### src/rtl/uart_rx_ctrl.sv
// uart_rx_ctrl: bus-facing controller for the UART receiver core.
//   Holds the receiver configuration (CTRL), gates the serial line and buffers received
//   bytes in a DEPTH-entry FIFO. The FIFO, CTRL and STATUS are reached through a
//   single-cycle register port.
// Optional feature macro: UART_RX_CTRL_IRQ_EN builds the level interrupt and CTRL[31] ie.
// Ports:
//   CLK, RST            clock and asynchronous active-low reset
//   Addr/WrEn/RdEn      register index 0 DATA, 1 CTRL, 2 STATUS, 3 CLEAR; write/read strobes
//   WData/RData         write data / registered read data
//   RX_PIN/RX_IN        serial line from the pad / gated line to the core
//   Prescale/PAR_EN/PAR_TYP  configuration driven to the core
//   P_DATA/Data_Valid   received byte and one-cycle strobe from the core
//   IRQ                 level interrupt (tied low unless UART_RX_CTRL_IRQ_EN)
module uart_rx_ctrl #(
    parameter int unsigned DEPTH = 8,
    parameter int unsigned LW    = $clog2(DEPTH) + 1
) (
    input  logic        CLK,
    input  logic        RST,
    input  logic [1:0]  Addr,
    input  logic        WrEn,
    input  logic        RdEn,
    input  logic [31:0] WData,
    output logic [31:0] RData,
    input  logic        RX_PIN,
    output logic        RX_IN,
    output logic [7:0]  Prescale,
    output logic        PAR_EN,
    output logic        PAR_TYP,
    input  logic [7:0]  P_DATA,
    input  logic        Data_Valid,
    output logic        IRQ
);
    localparam int unsigned PW = LW - 1;

    logic [7:0]    prescale_q, prescale_d;
    logic          par_en_q, par_en_d;
    logic          par_typ_q, par_typ_d;
    logic          rx_en_q, rx_en_d;
    logic [LW-1:0] thresh_q, thresh_d;
    logic          ovr_q, ovr_d;
    logic [PW-1:0] wptr_q, wptr_d, rptr_q, rptr_d;
    logic [LW-1:0] level_q, level_d;
    logic [31:0]   rdata_q, rdata_d;
    logic [7:0]    mem_q [DEPTH];

    logic ctrl_wr, clear_wr, empty, full, push_req, pop_req, do_push, do_pop, flush, ovr_set;
    logic ie_bit;
    logic [31:0] ctrl_val, status_val;

    assign ctrl_wr  = WrEn && (Addr == 2'd1);
    assign clear_wr = WrEn && (Addr == 2'd3);
    assign empty    = (level_q == '0);
    assign full     = (level_q == LW'(DEPTH));
    assign push_req = Data_Valid && rx_en_q;
    assign pop_req  = RdEn && (Addr == 2'd0);
    assign do_pop   = pop_req && !empty;
    // A pop in the same cycle frees a slot, so a full FIFO still accepts the push.
    assign do_push  = push_req && (!full || do_pop);
    assign ovr_set  = push_req && full && !do_pop;
    assign flush    = clear_wr && WData[1];

    assign RX_IN    = rx_en_q ? RX_PIN : 1'b1;
    assign Prescale = prescale_q;
    assign PAR_EN   = par_en_q;
    assign PAR_TYP  = par_typ_q;
    assign RData    = rdata_q;

    always_comb begin
        ctrl_val          = '0;
        ctrl_val[7:0]     = prescale_q;
        ctrl_val[8]       = par_en_q;
        ctrl_val[9]       = par_typ_q;
        ctrl_val[10]      = rx_en_q;
        ctrl_val[11+:LW]  = thresh_q;
        ctrl_val[31]      = ie_bit;
        status_val        = '0;
        status_val[0]     = empty;
        status_val[1]     = full;
        status_val[2]     = ovr_q;
        status_val[3]     = rx_en_q;
        status_val[8+:LW] = level_q;
    end

    always_comb begin
        prescale_d = prescale_q;
        par_en_d   = par_en_q;
        par_typ_d  = par_typ_q;
        rx_en_d    = rx_en_q;
        thresh_d   = thresh_q;
        if (ctrl_wr) begin
            prescale_d = WData[7:0];
            par_en_d   = WData[8];
            par_typ_d  = WData[9];
            rx_en_d    = WData[10];
            // Threshold 0 would hold IRQ permanently; store it as 1.
            thresh_d   = (WData[11+:LW] == '0) ? LW'(1) : WData[11+:LW];
        end

        wptr_d  = wptr_q;
        rptr_d  = rptr_q;
        level_d = level_q;
        if (flush) begin
            wptr_d  = '0;
            rptr_d  = '0;
            level_d = '0;
        end else begin
            if (do_pop)  rptr_d = rptr_q + PW'(1);
            if (do_push) wptr_d = wptr_q + PW'(1);
            if (do_push && !do_pop)      level_d = level_q + LW'(1);
            else if (do_pop && !do_push) level_d = level_q - LW'(1);
        end

        // Set beats clear when both happen together.
        ovr_d = ovr_q;
        if (ovr_set)                     ovr_d = 1'b1;
        else if (clear_wr && WData[0])   ovr_d = 1'b0;

        rdata_d = rdata_q;
        if (RdEn) begin
            unique case (Addr)
                2'd0:    rdata_d = empty ? 32'h0 : {24'h0, mem_q[rptr_q]};
                2'd1:    rdata_d = ctrl_val;
                2'd2:    rdata_d = status_val;
                default: rdata_d = 32'h0;
            endcase
        end
    end

    always_ff @(posedge CLK or negedge RST) begin
        if (!RST) begin
            prescale_q <= 8'd16;
            par_en_q   <= 1'b0;
            par_typ_q  <= 1'b0;
            rx_en_q    <= 1'b0;
            thresh_q   <= LW'(1);
            ovr_q      <= 1'b0;
            wptr_q     <= '0;
            rptr_q     <= '0;
            level_q    <= '0;
            rdata_q    <= '0;
        end else begin
            prescale_q <= prescale_d;
            par_en_q   <= par_en_d;
            par_typ_q  <= par_typ_d;
            rx_en_q    <= rx_en_d;
            thresh_q   <= thresh_d;
            ovr_q      <= ovr_d;
            wptr_q     <= wptr_d;
            rptr_q     <= rptr_d;
            level_q    <= level_d;
            rdata_q    <= rdata_d;
        end
    end

    // Storage needs no reset: the pointers and level define what is valid.
    always_ff @(posedge CLK) begin
        if (do_push && !flush) mem_q[wptr_q] <= P_DATA;
    end

`ifdef UART_RX_CTRL_IRQ_EN
    logic ie_q, ie_d, irq_q, irq_d;
    logic unused_wdata;

    always_comb begin
        ie_d  = ctrl_wr ? WData[31] : ie_q;
        irq_d = ie_q && ((level_q >= thresh_q) || ovr_q);
    end

    always_ff @(posedge CLK or negedge RST) begin
        if (!RST) begin
            ie_q  <= 1'b0;
            irq_q <= 1'b0;
        end else begin
            ie_q  <= ie_d;
            irq_q <= irq_d;
        end
    end

    assign ie_bit       = ie_q;
    assign IRQ          = irq_q;
    assign unused_wdata = ^WData[30:11+LW];
`else
    logic unused_wdata;
    assign ie_bit       = 1'b0;
    assign IRQ          = 1'b0;
    assign unused_wdata = ^{WData[31], WData[30:11+LW]};
`endif

endmodule

### config.mk
export PLATFORM = sky130hd
export DESIGN_NAME = uart_rx_ctrl
export DESIGN_NICKNAME = d
export VERILOG_FILES = /design/src/rtl/uart_rx_ctrl.sv
export SDC_FILE = /design/constraint.sdc
export NUM_CORES = 1
export LEC_CHECK = 0
export BUFFER_PORTS_ARGS = -buffer_cell sky130_fd_sc_hd__buf_2
export CAP_MARGIN = 20
export CORE_AREA = 5 5 102 104
export CTS_CLUSTER_DIAMETER = 80
export DETAILED_ROUTE_END_ITERATION = 10
export DIE_AREA = 0 0 107 109
export PLACE_DENSITY = 0.72
export RECOVER_POWER = 100
export SKIP_LAST_GASP = 1
export SLEW_MARGIN = 15
export SYNTH_ARGS = -nofsm -noshare
export SYNTH_HDL_FRONTEND = slang
export SYNTH_SLANG_ARGS = --single-unit
### constraint.sdc
create_clock -name CLK -period 4.3 [get_ports CLK]
set_input_delay 0.215 -clock CLK [delete_from_list [all_inputs] [get_ports CLK]]
set_output_delay 0.215 -clock CLK [all_outputs]
set_load 0.02 [all_outputs]
==> results.tsv <==
stage	metric	value	unit
status	status	complete, but fails checks	
status	violations	capacitance limit, slew limit	
critical_path	crit_chain	nor4b_1, a21oi_4, nand2_1, ha_1, a21oi_1, nand2_1, o2bb2a_1, mux2i_1	
drt	via_count	2645	
sta	worst_pin_slew	2.21	ns
floorplanning	rows	36	
layout	post_route_cells_drive_above_1_share	19.7	%
floorplanning	die_h	109	um
global_route	grt_pass1_wl	14.0	mm
clock_network	clk_latency	0.38	ns
yosys	ys_types	41	
layout	fillerInstances	816	
sta	setup_slack	1.25	ns
clock_network	clockBufferDepth	2	
drt	vias_per_cell	5.52	
yosys	ys_seq_area_share	64.9	%
placement	io_buffers	56	
global_route	use_met2	26.1	%
global_route	antenna_found_initial	0	
power	p_int	1.79	mW
power	p_per_area	542	nW/um2
yosys	ys_ff_latch	105	
placement	dp_cells	462	
clock_network	cts_max_level	3	
global_route	grt_util_all_layers	15.7	%
drt	wl_per_cell	18.1	um
sta	fin_skew	0.0147	ns
run	maxCapViolCount	1	
power	p_comb_share	25.7	%
sta	rsz0062_at_grt	false	
clock_network	cts_buffers	9	
hold_path	worstHoldPathType	in -> reg	
yosys	netlist_area	4550	um2
floorplanning	core	9460	um2
sta	relSlewSlack	-47.5	%
global_route	busiest_layer	met2	
power	power_leakage	1.85	nW
global_route	grt_pass1_vias	2653	
floorplanning	die_area	11700	um2
critical_path	required	4.56	ns
placement	dp_worst_setup_slack	1.55	ns
critical_path	critPathArrivalTime	3.32	ns
clock_network	cts-root-buf	clkbuf_8	
sta	finalSetupTns	0	ns
critical_path	crit_top_cell	nand2_1	
yosys	async_flop_share	39.0	%
sta	fmaxAchievable	327	MHz
power	clock_power_share	22.9	%
critical_path	cp_max_fo	7	
clock_network	cts_tree	built	
floorplanning	fp.dieW	107	um
drt	wl	8.68	mm
global_route	grt_util_met1	20.9	%
floorplanning	start_util	48.1	%
placement	gp_congestion	0.734	
yosys	synth_edf_count	64	
layout	diodes	0	
drt	drt_iter0_drc	188	
clock_network	numClockSinks	105	
layout	nets	413	
placement	dp_hpwl	6.04	mm
yosys	ys_warn_count	0	
yosys	ys_top_cells_by_area	edfxtp_1 42%, dfrtp_1 21%, mux4_2 7.9%	
power	ir_worst_vdd	0.236	mV
sta	slew_viol_final	42	
drt	drt_pass1_iterations	4	
yosys	synth_top_area_share	42.3	%
yosys	synthCells	303	
clock_network	cts_setup_buffers	0	
critical_path	critical_path.max_stage_delay	1.09	ns
clock_network	cts_repair_resize_count	0	
yosys	syn_area_per_cell	15.0	um2
yosys	ys.flop_type	edfxtp_1	
critical_path	cp-end-kind	flip-flop	
layout	final_cells	479	
sta	setup_viol	0	
power	switchingPower	0.926	mW
global_route	gr-usage-met3	4.03	%
drt	ant_nets	0	
critical_path	slowest_stage	nor4b_1	
sta	min_period	3.05	ns
floorplanning	io_pins	92	
global_route	grt.overflow.total	0	
global_route	grt_max_degree	42	
sta	min_period_over_period	71.0	%
clock_network	cts.clk_slew.worst_paths	0.11	ns
layout	area_growth	10.1	%
sta	hold_viol	0	
power	seq_power_share	51.4	%
drt	route.detailed.drc	0	
yosys	synth_top_area_cell	edfxtp_1	
critical_path	setup.worst_path.start_class	flip-flop	
critical_path	crit_type	reg -> reg	
power	swShare	34.1	%
synthesized netlist by cell type, types with 3 or more instances:
cell type / instances
o22ai_1: 8
xnor2_1: 4
o21ai_0: 4
nor2_1: 28
buf_4: 19
mux2_2: 14
nand2b_1: 5
mux4_2: 16
buf_2: 5
nand2_1: 14
ha_1: 4
clkbuf_1: 5
a21oi_1: 6
dfrtp_1: 39
buf_1: 3
edfxtp_1: 64
mux2i_1: 13
nor3_1: 4
a221oi_1: 8
nand3_1: 8
inv_1: 8
repair_timing:
item                                    in CTS  in global routing
hold buffers                                 1                  0
endpoints found under the setup margin       0                  0
endpoints found under the hold margin       35                  0
power by group through the flow:
stage / registers, mW / clock network, mW / logic [mW]
after floorplan: 1.37 / 0 / 0.582
after global placement: 1.44 / 0 / 0.687
after detailed placement: 1.42 / 0 / 0.759
after CTS: 1.40 / 0.640 / 0.762
after global routing: 1.42 / 0.681 / 0.776
final: 1.40 / 0.622 / 0.698
flip-flops by register name (all words and copies together) (netlist names):
signal,flops
RData,15
PAR_TYP,1
level_q,4
ovr_q,1
thresh_q,4
wptr_q,3
PAR_EN,1
Prescale,8
rx_en_q,1
mem_q,64
rptr_q,3
cell usage in the layout (no fill, tap or decap), types with 9 or more instances in the layout:
cell / netlist / layout
mux2_2: 14 / 14
buf_2: 5 / 20
conb_1: 1 / 18
clkbuf_1: 5 / 40
nand2_1: 14 / 14
nor2_1: 28 / 28
clkbuf_8: 0 / 9
mux2i_1: 13 / 13
edfxtp_1: 64 / 64
mux4_2: 16 / 16
dfrtp_1: 39 / 39
final timing paths:
path	slack [ns]	cells past startpoint	start	end
max	1.25	8	level_q[1]$_DFFE_PN0P_	level_q[3]$_DFFE_PN0P_
min	0.07	2	WData[5]	Prescale[5]$_DFFE_PN0P_
max reg2reg	1.25	8	level_q[1]$_DFFE_PN0P_	level_q[3]$_DFFE_PN0P_
min reg2reg	0.50	2	thresh_q[0]$_DFFE_PN1P_	thresh_q[0]$_DFFE_PN1P_
max in group asynchronous	2.01	2	RST	RData[4]$_DFFE_PN0P_
min in group asynchronous	1.03	2	RST	PAR_EN$_DFFE_PN0P_
kinds of logic (layout without fill, tap and decap cells):
| kind of cell | Yosys count | count (layout) | share of synthesized area [%] |
|---|---|---|---|
| fa+ha+maj | 5 | 5 | 1.54 |
| simple gates | 71 | 71 | 7.70 |
| xor+xnor | 6 | 6 | 1.16 |
| flops | 105 | 105 | 64.9 |
| compound gates | 32 | 32 | 5.39 |
| mux | 43 | 43 | 14.3 |
| buf+inv | 40 | 85 | 5.01 |
| other cells | 1 | 18 | 0.0825 |
layout make-up:
class | instances | area (um2) | area share (%)
repair buffers | 61 | 260 | 5.20
flip-flops and latches | 105 | 2950 | 58.9
inverters | 8 | 30.0 | 0.600
clock buffers | 9 | 124 | 2.47
well taps | 114 | 143 | 2.85
multi-input cells | 175 | 1410 | 28.2
clock inverters | 7 | 91.3 | 1.82
per-layer routing:
metal,routed length (um),vias to the layer above
li1,-,1211
met1,3830,1329
met2,4180,96
met3,619,9
met4,54,0
met5,0,-
critical path: cells and delay by family (launching register included):
kind,cells,cell delay [ns]
multiplexers,1,0.12
flip-flops,1,0.49
AO/OA/AOI/OAI,3,0.70
adder cells (fa/ha/maj),1,0.28
AND/OR/NAND/NOR,3,1.33
per-stage QoR:
stage	instance area [um2]	hold WS (ns)	total power, mW	utilization (%)
after global routing	5010	0.0527	2.87	52.9
after detailed placement	4890	0.405	2.18	51.7
after CTS	5110	0.0524	2.80	54.0
after global placement	4860	0.394	2.13	51.4
final	5010	0.0695	2.72	52.9
after floorplan	4610	-0.0806	1.95	-
Power figures use the tool's default switching activity.
